**config.mk**
```make
export PLATFORM = sky130hd
export DESIGN_NAME = cgra_config_loader_flat
export DESIGN_NICKNAME = d
export VERILOG_FILES = /design/src/rtl/cgra_config_loader_if.sv /design/src/rtl/cgra_config_loader.sv /design/src/flat_wrapper.sv
export SDC_FILE = /design/constraint.sdc
export NUM_CORES = 1
export LEC_CHECK = 0
export CAP_MARGIN = 20
export CORE_MARGIN = 8
export CORE_UTILIZATION = 35
export CTS_BUF_LIST = sky130_fd_sc_hd__clkbuf_4 sky130_fd_sc_hd__clkbuf_8
export CTS_CLUSTER_DIAMETER = 60
export DETAILED_ROUTE_END_ITERATION = 7
export HOLD_SLACK_MARGIN = 0.12
export PLACE_DENSITY_LB_ADDON = 0.1
export SYNTH_ARGS = -nofsm -noshare
export SYNTH_HDL_FRONTEND = slang
export SYNTH_SLANG_ARGS = --single-unit
```
**constraint.sdc**
```tcl
create_clock -name clk_in -period 4.3 [get_ports clk_in]
set_clock_uncertainty 0.2 [all_clocks]
set_input_delay 0.86 -clock clk_in [delete_from_list [all_inputs] [get_ports clk_in]]
set_output_delay 0.86 -clock clk_in [all_outputs]
set_load 0.01 [all_outputs]
```
**src/rtl/cgra_config_loader_if.sv**
```systemverilog
// Valid/ready stream of (addr, data, last) configuration words
// from a host, JTAG bridge or boot ROM into the config loader.
interface cgra_config_loader_if #(
   parameter int ADDR_W = 32,
   parameter int DATA_W = 32
);
   logic              valid;
   logic              ready;
   logic [ADDR_W-1:0] addr;
   logic [DATA_W-1:0] data;
   logic              last;

   modport master (
      output valid,
      output addr,
      output data,
      output last,
      input  ready
   );

   modport slave (
      input  valid,
      input  addr,
      input  data,
      input  last,
      output ready
   );
endinterface

```
**src/rtl/cgra_config_loader.sv**
```systemverilog
// Buffers a configuration word stream and issues one (addr,data) per cycle
// to the CGRA fabric, then settles on address 0 and enables the application.
module cgra_config_loader #(
   parameter int ADDR_W        = 32,
   parameter int DATA_W        = 32,
   parameter int FIFO_DEPTH    = 4,
   parameter int SETTLE_CYCLES = 4
) (
   input  logic                 clk_in,
   input  logic                 reset_in,
   input  logic                 start_in,
   cgra_config_loader_if.slave  cfg,
   input  logic                 config_stall_in,
   output logic [ADDR_W-1:0]    config_addr_out,
   output logic [DATA_W-1:0]    config_data_out,
   output logic                 busy_out,
   output logic                 config_done_out,
   output logic                 run_en_out,
   output logic [15:0]          word_count_out,
   output logic                 err_out
);
   localparam int IDX_W = $clog2(FIFO_DEPTH);
   localparam int PTR_W = IDX_W + 1;
   localparam int WRD_W = ADDR_W + DATA_W;
   localparam int SC_W  = (SETTLE_CYCLES < 2) ? 1 : $clog2(SETTLE_CYCLES + 1);

   localparam logic [2:0] S_IDLE   = 3'd0;
   localparam logic [2:0] S_LOAD   = 3'd1;
   localparam logic [2:0] S_DRAIN  = 3'd2;
   localparam logic [2:0] S_SETTLE = 3'd3;
   localparam logic [2:0] S_RUN    = 3'd4;

   logic [2:0]        r_state;
   logic [PTR_W-1:0]  r_wr;
   logic [PTR_W-1:0]  r_rd;
   logic [WRD_W-1:0]  r_mem [FIFO_DEPTH];
   logic [SC_W-1:0]   r_settle;
   logic [ADDR_W-1:0] r_addr;
   logic [DATA_W-1:0] r_data;
   logic [15:0]       r_cnt;
   logic              r_err;

   logic              w_load;
   logic              w_drain;
   logic              w_settle;
   logic              w_busy;
   logic              w_idle_run;
   logic              w_empty;
   logic              w_full;
   logic              w_pop;
   logic              w_push;
   logic              w_start_ok;
   logic              w_err_set;
   logic [WRD_W-1:0]  w_head;

   assign w_load     = (r_state == S_LOAD);
   assign w_drain    = (r_state == S_DRAIN);
   assign w_settle   = (r_state == S_SETTLE);
   assign w_busy     = w_load | w_drain | w_settle;
   assign w_idle_run = (r_state == S_IDLE) | (r_state == S_RUN);

   // Extra pointer MSB distinguishes full from empty on equal indices.
   assign w_empty = (r_wr == r_rd);
   assign w_full  = (r_wr[IDX_W] != r_rd[IDX_W]) &&
                    (r_wr[IDX_W-1:0] == r_rd[IDX_W-1:0]);
   assign w_head  = r_mem[r_rd[IDX_W-1:0]];

   assign w_pop      = (w_load | w_drain) & ~config_stall_in & ~w_empty;
   // A pop frees a slot this cycle, so a full FIFO can still accept.
   assign cfg.ready  = w_load & (~w_full | w_pop);
   assign w_push     = cfg.valid & cfg.ready;
   assign w_start_ok = start_in & w_idle_run;
   assign w_err_set  = (start_in & w_busy) |
                       (cfg.valid & (w_drain | w_settle));

   always_ff @(posedge clk_in) begin
      if (w_push) begin
         r_mem[r_wr[IDX_W-1:0]] <= {cfg.addr, cfg.data};
      end
   end

   always_ff @(posedge clk_in or posedge reset_in) begin
      if (reset_in) begin
         r_state  <= S_IDLE;
         r_wr     <= '0;
         r_rd     <= '0;
         r_settle <= '0;
         r_addr   <= '0;
         r_data   <= '0;
         r_cnt    <= '0;
         r_err    <= 1'b0;
      end else begin
         if (w_push) r_wr <= r_wr + 1'b1;
         if (w_pop)  r_rd <= r_rd + 1'b1;

         if (w_start_ok) begin
            r_err <= 1'b0;
            r_cnt <= '0;
         end else begin
            if (w_err_set) r_err <= 1'b1;
            if (w_pop && (r_cnt != 16'hFFFF)) r_cnt <= r_cnt + 16'd1;
         end

         case (r_state)
            S_LOAD: begin
               if (w_pop) begin
                  {r_addr, r_data} <= w_head;
               end else if (!config_stall_in) begin
                  r_addr <= '0;
                  r_data <= '0;
               end
               if (w_push && cfg.last) r_state <= S_DRAIN;
            end
            S_DRAIN: begin
               if (w_pop) begin
                  {r_addr, r_data} <= w_head;
               end else if (!config_stall_in) begin
                  r_addr   <= '0;
                  r_data   <= '0;
                  r_settle <= SC_W'(SETTLE_CYCLES);
                  r_state  <= S_SETTLE;
               end
            end
            S_SETTLE: begin
               r_addr <= '0;
               r_data <= '0;
               if (r_settle == '0) r_state  <= S_RUN;
               else                r_settle <= r_settle - 1'b1;
            end
            S_IDLE, S_RUN: begin
               r_addr <= '0;
               r_data <= '0;
               if (start_in) r_state <= S_LOAD;
            end
            default: r_state <= S_IDLE;
         endcase
      end
   end

   assign config_addr_out = r_addr;
   assign config_data_out = r_data;
   assign busy_out        = w_busy;
   assign config_done_out = (r_state == S_RUN);
   assign run_en_out      = (r_state == S_RUN);
   assign word_count_out  = r_cnt;
   assign err_out         = r_err;
endmodule
```
**src/flat_wrapper.sv**
```systemverilog
// flat-port wrapper written by rule: the top's interface ports become plain ports
module cgra_config_loader_flat 
#(
   parameter int ADDR_W        = 32,
   parameter int DATA_W        = 32,
   parameter int FIFO_DEPTH    = 4,
   parameter int SETTLE_CYCLES = 4
)
  (clk_in, reset_in, start_in, config_stall_in, config_addr_out, config_data_out, busy_out, config_done_out, run_en_out, word_count_out, err_out, cfg_valid, cfg_addr, cfg_data, cfg_last, cfg_ready);
  cgra_config_loader_if #(.ADDR_W(ADDR_W), .DATA_W(DATA_W)) cfg_i ();
  input  logic clk_in;
  input  logic reset_in;
  input  logic start_in;
  input  logic config_stall_in;
  output logic [ADDR_W-1:0] config_addr_out;
  output logic [DATA_W-1:0] config_data_out;
  output logic busy_out;
  output logic config_done_out;
  output logic run_en_out;
  output logic [15:0] word_count_out;
  output logic err_out;
  input wire logic [$bits(cfg_i.valid)-1:0] cfg_valid;
  input wire logic [$bits(cfg_i.addr)-1:0] cfg_addr;
  input wire logic [$bits(cfg_i.data)-1:0] cfg_data;
  input wire logic [$bits(cfg_i.last)-1:0] cfg_last;
  output wire logic [$bits(cfg_i.ready)-1:0] cfg_ready;
  assign cfg_i.valid = cfg_valid;
  assign cfg_i.addr = cfg_addr;
  assign cfg_i.data = cfg_data;
  assign cfg_i.last = cfg_last;
  assign cfg_ready = cfg_i.ready;
  cgra_config_loader #(.ADDR_W(ADDR_W), .DATA_W(DATA_W), .FIFO_DEPTH(FIFO_DEPTH), .SETTLE_CYCLES(SETTLE_CYCLES)) u_core (.clk_in(clk_in), .reset_in(reset_in), .start_in(start_in), .cfg(cfg_i), .config_stall_in(config_stall_in), .config_addr_out(config_addr_out), .config_data_out(config_data_out), .busy_out(busy_out), .config_done_out(config_done_out), .run_en_out(run_en_out), .word_count_out(word_count_out), .err_out(err_out));
endmodule
```
== Yosys cells after proc, flatten, opt, wreduce, memory -nomap -nowiden ==
Memories as Yosys holds them, arrays and structs flattened.
Cells that the tools add are included.

* Order comparisons: 0
* Bitwise gates (word level): 16
* Equality and inequality tests: 15
* $mul: 0
* Divide/modulo/power cells: 0
* Shifts and indexed selects: 0
* Reduce and logical (&&, ||, !) cells: 15
* Mux-type cells: 21
* Add/subtract/negate cells: 4

{| class="wikitable"
|+ Operators with widths
! cell !! count
|-
| 32-bit case mux with 2 select lines || 2
|-
| 32-bit 2-to-1 mux || 3
|-
| 16-bit 2-to-1 mux || 2
|-
| 3-bit 2-to-1 mux || 8
|-
| 16-bit by 1-bit adder with 16-bit output (second input constant) || 1
|-
| 16-bit != test (second input constant) || 1
|-
| 2-bit != test (second input constant) || 6
|-
| 3-bit case mux with 4 select lines || 1
|-
| 2-bit nonzero test || 4
|-
| 1-bit bitwise AND || 7
|-
| 3-bit by 1-bit adder with 3-bit output (second input constant) || 2
|-
| 3-bit by 2-bit == test with 1-bit output (second input constant) || 2
|-
| 3-bit zero test || 2
|-
| 1-bit OR || 6
|-
| 3-bit case mux with 2 select lines || 1
|-
| 5-bit AND reduction || 1
|-
| 1-bit 2-to-1 mux || 4
|-
| 4-bit AND reduction || 1
|-
| 2-bit OR reduction || 2
|-
| 3-bit by 1-bit == test with 1-bit output (second input constant) || 1
|-
| 3-bit == test || 1
|-
| 3-bit == test (second input constant) || 1
|-
| 1-bit logical AND || 3
|-
| 3-bit by 2-bit != test with 1-bit output (second input constant) || 1
|-
| 6 further kinds || 8
|}

* Bits in registers: 93
* Input bits: 70
* Output and inout port bits: 85
* RAM bits: 256
* Word-level logic and storage cells: 80
* Latch bits: 0
* Memories: 1
* ROM bits: 0

{| class="wikitable"
|+ Memory list
! memory !! depth !! bits a word !! read ports !! clocked after Yosys merged registers in !! wr ports !! line !! source
|-
| u_core.r_mem || 4 || 64 || 1 || 0 || 1 || cgra_config_loader.sv:36 || <nowiki>logic [WRD_W-1:0] r_mem [FIFO_DEPTH];</nowiki>
|}

== Depth between registers and ports, before layout ==
* Depth after elaboration: 10
* Gate-level depth with buffers: 7
* Depth with buffers taken out: 7

== Worst setup path after synthesis ==
Ideal clock, no wire load.

* Path kind: input-to-reg
* Start point: input config_stall_in
* End point: memory u_core.r_mem[3][0] (netlist name), enable pin
* Required time: 3,669 ps
* Library setup time: 431 ps
* Setup slack: 723 ps
* Arrival: 2,946 ps
* Buffers on the path: 0
* Stages on the path: 4
* Cells stage by stage: nor2_1 and2_1 o211a_1 and2_1

* Cells in the longest elaborated chain, start to end: 8

{| class="wikitable"
|+ RTL lines
! item !! line !! source
|-
| from (decl) || flat_wrapper.sv:14 || <nowiki>input logic config_stall_in;</nowiki>
|-
| 1-bit inverter || cgra_config_loader.sv:68 || <nowiki>assign w_pop = (w_load | w_drain) & ~config_stall_in & ~w_empty;</nowiki>
|-
| 1-bit bitwise AND (2 in a row) || cgra_config_loader.sv:68 ||
|-
| 1-bit OR || cgra_config_loader.sv:70 || <nowiki>assign cfg.ready = w_load & (~w_full | w_pop);</nowiki>
|-
| 1-bit bitwise AND || cgra_config_loader.sv:70 ||
|-
| 1-bit bitwise AND || cgra_config_loader.sv:71 || <nowiki>assign w_push = cfg.valid & cfg.ready;</nowiki>
|-
| 1-bit 2-to-1 mux || cgra_config_loader.sv:77 || <nowiki>if (w_push) begin</nowiki>
|-
| 1-bit 2-to-1 mux (not written as such) || cgra_config_loader.sv:78 || <nowiki>r_mem[r_wr[IDX_W-1:0]] <= {cfg.addr, cfg.data};</nowiki>
|-
| to (decl) || cgra_config_loader.sv:36 ||
|}

Every way passes these cells.

== Worst setup path in the final report ==
* Start point: register u_core.r_state[0]
* End point: output cfg_ready

* Cells in the longest elaborated chain, start to end: 6
* Elaborated cells between the ends (all ways): 7
* Classes of those cells: 2 x eq/ne; 5 x bitwise

{| class="wikitable"
|+ RTL lines
! item !! line !! source
|-
| from (decl) || cgra_config_loader.sv:33 || <nowiki>logic [2:0] r_state;</nowiki>
|-
| from (signal assigned) || cgra_config_loader.sv:84 || <nowiki>r_state <= S_IDLE;</nowiki>
|-
| from (signal assigned) || cgra_config_loader.sv:112 || <nowiki>if (w_push && cfg.last) r_state <= S_DRAIN;</nowiki>
|-
| from (signal assigned) || cgra_config_loader.sv:121 || <nowiki>r_state <= S_SETTLE;</nowiki>
|-
| 3-bit by 1-bit == test with 1-bit output / 3-bit by 2-bit == test with 1-bit output (equally long branches) || cgra_config_loader.sv:56, cgra_config_loader.sv:57 ||
|-
| 1-bit OR || cgra_config_loader.sv:68 ||
|-
| 1-bit bitwise AND (2 in a row) || cgra_config_loader.sv:68 ||
|-
| 1-bit OR || cgra_config_loader.sv:70 ||
|-
| 1-bit bitwise AND (*) || cgra_config_loader.sv:70 ||
|-
| to (decl) || flat_wrapper.sv:26 || <nowiki>output wire logic [$bits(cfg_i.ready)-1:0] cfg_ready;</nowiki>
|}

Every way passes the cells marked *; elsewhere a longest branch is shown, timed or not.

==> impl_metrics.csv <==
group,metric,value,unit
pwr,power.density,619,nW/um^2
timing,rsz0062_at_grt,"false",
worst_setup_path,start_kind,"flip-flop",
worst_setup_path,crit_end,"cfg_ready",
timing,setup_viol,0,
worst_setup_path,max_stage_delay,0.55,ns
logic_synthesis,ys_types,48,
logic_synthesis,synth_flop_cell,"edfxtp_1",
global_routing,antenna_found_initial,2,
timing,fin_setup_tns,0,ns
worst_setup_path,crit_fanout,7,
global_routing,grt_usage,14.0,%
placed_design,hpwl,18600,microns
floorplanning,fp.dieW,210,microns
worst_setup_path,crit_required,3.24,ns
hold_path,hold_class,"flip-flop to flip-flop",
worst_setup_path,r2r-end,"u_core.config_addr_out[29]$_DFFE_PP0P_",
job,drv_cap,0,
worst_setup_path,r2r_slack,1.44,ns
worst_setup_path,crit_path_cell_trace,"inv_1 -> nor3_1 -> o21a_1 -> clkdlybuf4s50_1",
worst_setup_path,worstSetupPathType,"flip-flop to output pin",
detailed_routing,drc,0,
clock_tree,clock-sinks,349,
detailed_routing,drt-total-wl,30600,microns
global_routing,grt_pass1_wl,47500,microns
outcome,status,"complete, no violations",
clock_tree,tritoncts,"done",
logic_synthesis,async_flop_share,26.6,%
pwr,peakVddDrop,416,uV
timing,finalMaxSlewViolations,0,
clock_tree,path_clk_slew,0.06,ns
logic_synthesis,syn_nets,739,
clock_tree,ctsResizeCount,0,
timing,worstMarginPinSlew,1.02,ns
timing,finalCriticalPeriod,3.45,ns
worst_setup_path,slowest_stage,"clkdlybuf4s50_1",
global_routing,grt_start_max_net_pins,67,
finish,drive_gt1_share,22.8,%
detailed_routing,firstDrtPassIters,4,
detailed_routing,drt_iter0_drc,350,
logic_synthesis,ys_ff_latch,349,
worst_setup_path,crit_arrival,2.39,ns
logic_synthesis,synthCells,661,
logic_synthesis,synth_warnings,0,
finish,diodes,0,
worst_setup_path,crit_path_end_kind,"output pin",
logic_synthesis,synth_edf_count,256,
floorplanning,die_h,210,microns
worst_setup_path,r2r_cells,4,
timing,fmax,289,MHz
finish,syn2layout_area_growth,26.7,%
clock_tree,cts-root-buf,"clkbuf_8",
clock_tree,clockBufferDepth,3,
detailed_routing,routedWlPerCell,21.6,microns
pwr,p_leak,5.93,nW
logic_synthesis,netlist_area,13200,sq um
timing,slew-limit-headroom,31.9,%
clock_tree,post-cts-setup-buffers,0,
detailed_routing,viasPerCell,4.92,
floorplanning,start_util,35.2,%
global_routing,grt_overflow,0,
detailed_routing,vias,6969,
detailed_routing,antenna_left,0,
floorplanning,floorplan.die_area,44100,sq um
worst_setup_path,crit_start,"u_core.r_state[0]$_DFFE_PP0P_",
timing,period_share,80.3,%
floorplanning,num_io_pins,155,
logic_synthesis,ys_seq_area_share,76.0,%
clock_tree,cts_max_level,2,
logic_synthesis,syn_avg_cell_area,19.9,sq um
worst_setup_path,crit-reg2reg-launch,"u_core.r_rd[0]$_DFFE_PP0N_",
floorplanning,coreArea,37400,sq um
clock_tree,cts_made_buffers,57,
placed_design,port_buffers,154,
placed_design,gp_congestion,0.760,
global_routing,grt_pass1_vias,7730,
timing,hold_viol_final,0,
timing,holdWs,0.286,ns
floorplanning,rows,71,
clock_tree,clock_latency,0.62,ns
finish,nNetsFinal,934,
clock_tree,cts_hold_buf,0,
==> how the worst min path moves through the flow <==
| stage | start | to | slack (ns) | cells past startpoint |
|---|---|---|---|---|
| 5_1_grt | u_core.config_data_out[24]$_DFFE_PP0P_ | u_core.config_data_out[24]$_DFFE_PP0P_ | 0.31 | 1 |
| 3_3_place_gp | u_core.r_settle[0]$_DFFE_PP0P_ | u_core.r_settle[0]$_DFFE_PP0P_ | 0.26 | 1 |
| 6_report | u_core.r_settle[0]$_DFFE_PP0P_ | u_core.r_settle[0]$_DFFE_PP0P_ | 0.29 | 1 |
| 4_1_cts | u_core.r_settle[0]$_DFFE_PP0P_ | u_core.r_settle[0]$_DFFE_PP0P_ | 0.29 | 1 |
| 3_5_place_dp | u_core.r_settle[0]$_DFFE_PP0P_ | u_core.r_settle[0]$_DFFE_PP0P_ | 0.28 | 1 |
| 2_1_floorplan | u_core.r_settle[0]$_DFFE_PP0P_ | u_core.r_settle[0]$_DFFE_PP0P_ | 0.24 | 1 |
==> through the flow <==
step / setup slack [ns] / cells / total power (W) / cell area (sq um) / util [%]
after floorplan: 0.723 / 661 / 0.00621 / 13200 / -
after global placement: 0.873 / 1308 / 0.00729 / 15400 / 41.2
after detailed placement: 0.798 / 1308 / 0.00735 / 15400 / 41.2
after CTS: 0.819 / 1416 / 0.0105 / 16700 / 44.6
after global routing: 0.646 / 1416 / 0.0109 / 16700 / 44.6
final: 0.845 / 1416 / 0.0103 / 16700 / 44.6
==> cell usage in the layout (no fill, tap or decap), drive strengths merged, types with 4 or more instances in the layout <==
cell type      count
nor3               4
a2111oi            4
nor2              24
clkbuf            85
and2               9
clkdlybuf4s50    154
buf               16
a21oi              6
a22o              64
edfxtp           256
xnor2             12
nand2             19
a211oi             4
mux2i              4
inv               12
mux4              64
bufinv             4
dfrtp             93
nand3              4
ha                 8
o21ai              6
nand4              4
xor2               5
clkinv            14
==> flip-flops by register name (all words and copies together), names as in the netlist <==
| register | cells |
|---|---|
| u_core.r_mem | 256 |
| u_core.config_addr_out | 32 |
| u_core.config_data_out | 32 |
| u_core.word_count_out | 16 |
| u_core.r_rd | 3 |
| u_core.r_settle | 3 |
| u_core.r_state | 3 |
| u_core.r_wr | 3 |
| u_core.err_out | 1 |
==> routing by layer <==
layer  GRT usage (%)  vias up  wire length (microns)
li1                -     3080                      -
met1            17.8     3658                  13100
met2            23.3      181                  15200
met3            3.80       46                   1730
met4            3.91        4                    487
met5               0        -                     26
==> report_power, final <==
part	total [W]	switching [W]	internal, W
combinational	0.00286	0.00147	0.00139
clock	0.00314	0.00133	0.00181
sequential	0.00434	0.000242	0.00410
total	0.0103	0.00305	0.00729
==> critical path, delay by kind of cell (launching register included) <==
family | cells | cell delay, ns
AO/OA/AOI/OAI | 1 | 0.21
buffers and inverters | 2 | 0.72
flip-flops | 1 | 0.49
AND/OR/NAND/NOR | 1 | 0.37
==> cells in the mapped netlist (2+ instances only) <==
library cell  number  area (sq um)
a211oi_1           3          22.5
xnor2_1           12           105
or2_2              2          12.5
a22o_1            64           561
buf_4              3          22.5
nand3_1            4          20.0
or3_1              2          12.5
clkbuf_1          16          60.1
a31oi_1            2          12.5
mux4_2            64          1440
buf_1              5          18.8
inv_1             10          37.5
mux2i_1            4          40.0
a2111oi_2          4          60.1
nand2_1           19          71.3
buf_2             10          50.1
a31o_2             2          17.5
and2_1             9          56.3
o21ai_0            6          30.0
and3_1             2          12.5
nor2_1            24          90.1
nand4_1            3          18.8
edfxtp_1         256          7690
a21oi_1            6          30.0
xor2_1             4          35.0
dfrtp_1           93          2330
ha_1               8           100
nor3_1             4          20.0
==> cell families after synthesis <==
kind of cell	synth area share, %
AND/OR/NAND/NOR	2.93
XOR/XNOR	1.19
multiplexers	11.2
adder cells (fa/ha/maj)	0.760
flip-flops	76.0
buffers and inverters	1.43
AO/OA/AOI/OAI	6.42
==> cell type report <==
cell class / count / area [sq um]
multi-input cells: 268 / 3000
repair buffers: 170 / 1710
flip-flops and latches: 349 / 10000
inverters: 10 / 40.0
well taps: 511 / 639
clock buffers: 85 / 1040
clock inverters: 23 / 240
fillers: 3202 / 20700
No activity file was read; power rests on OpenSTA's default activity.
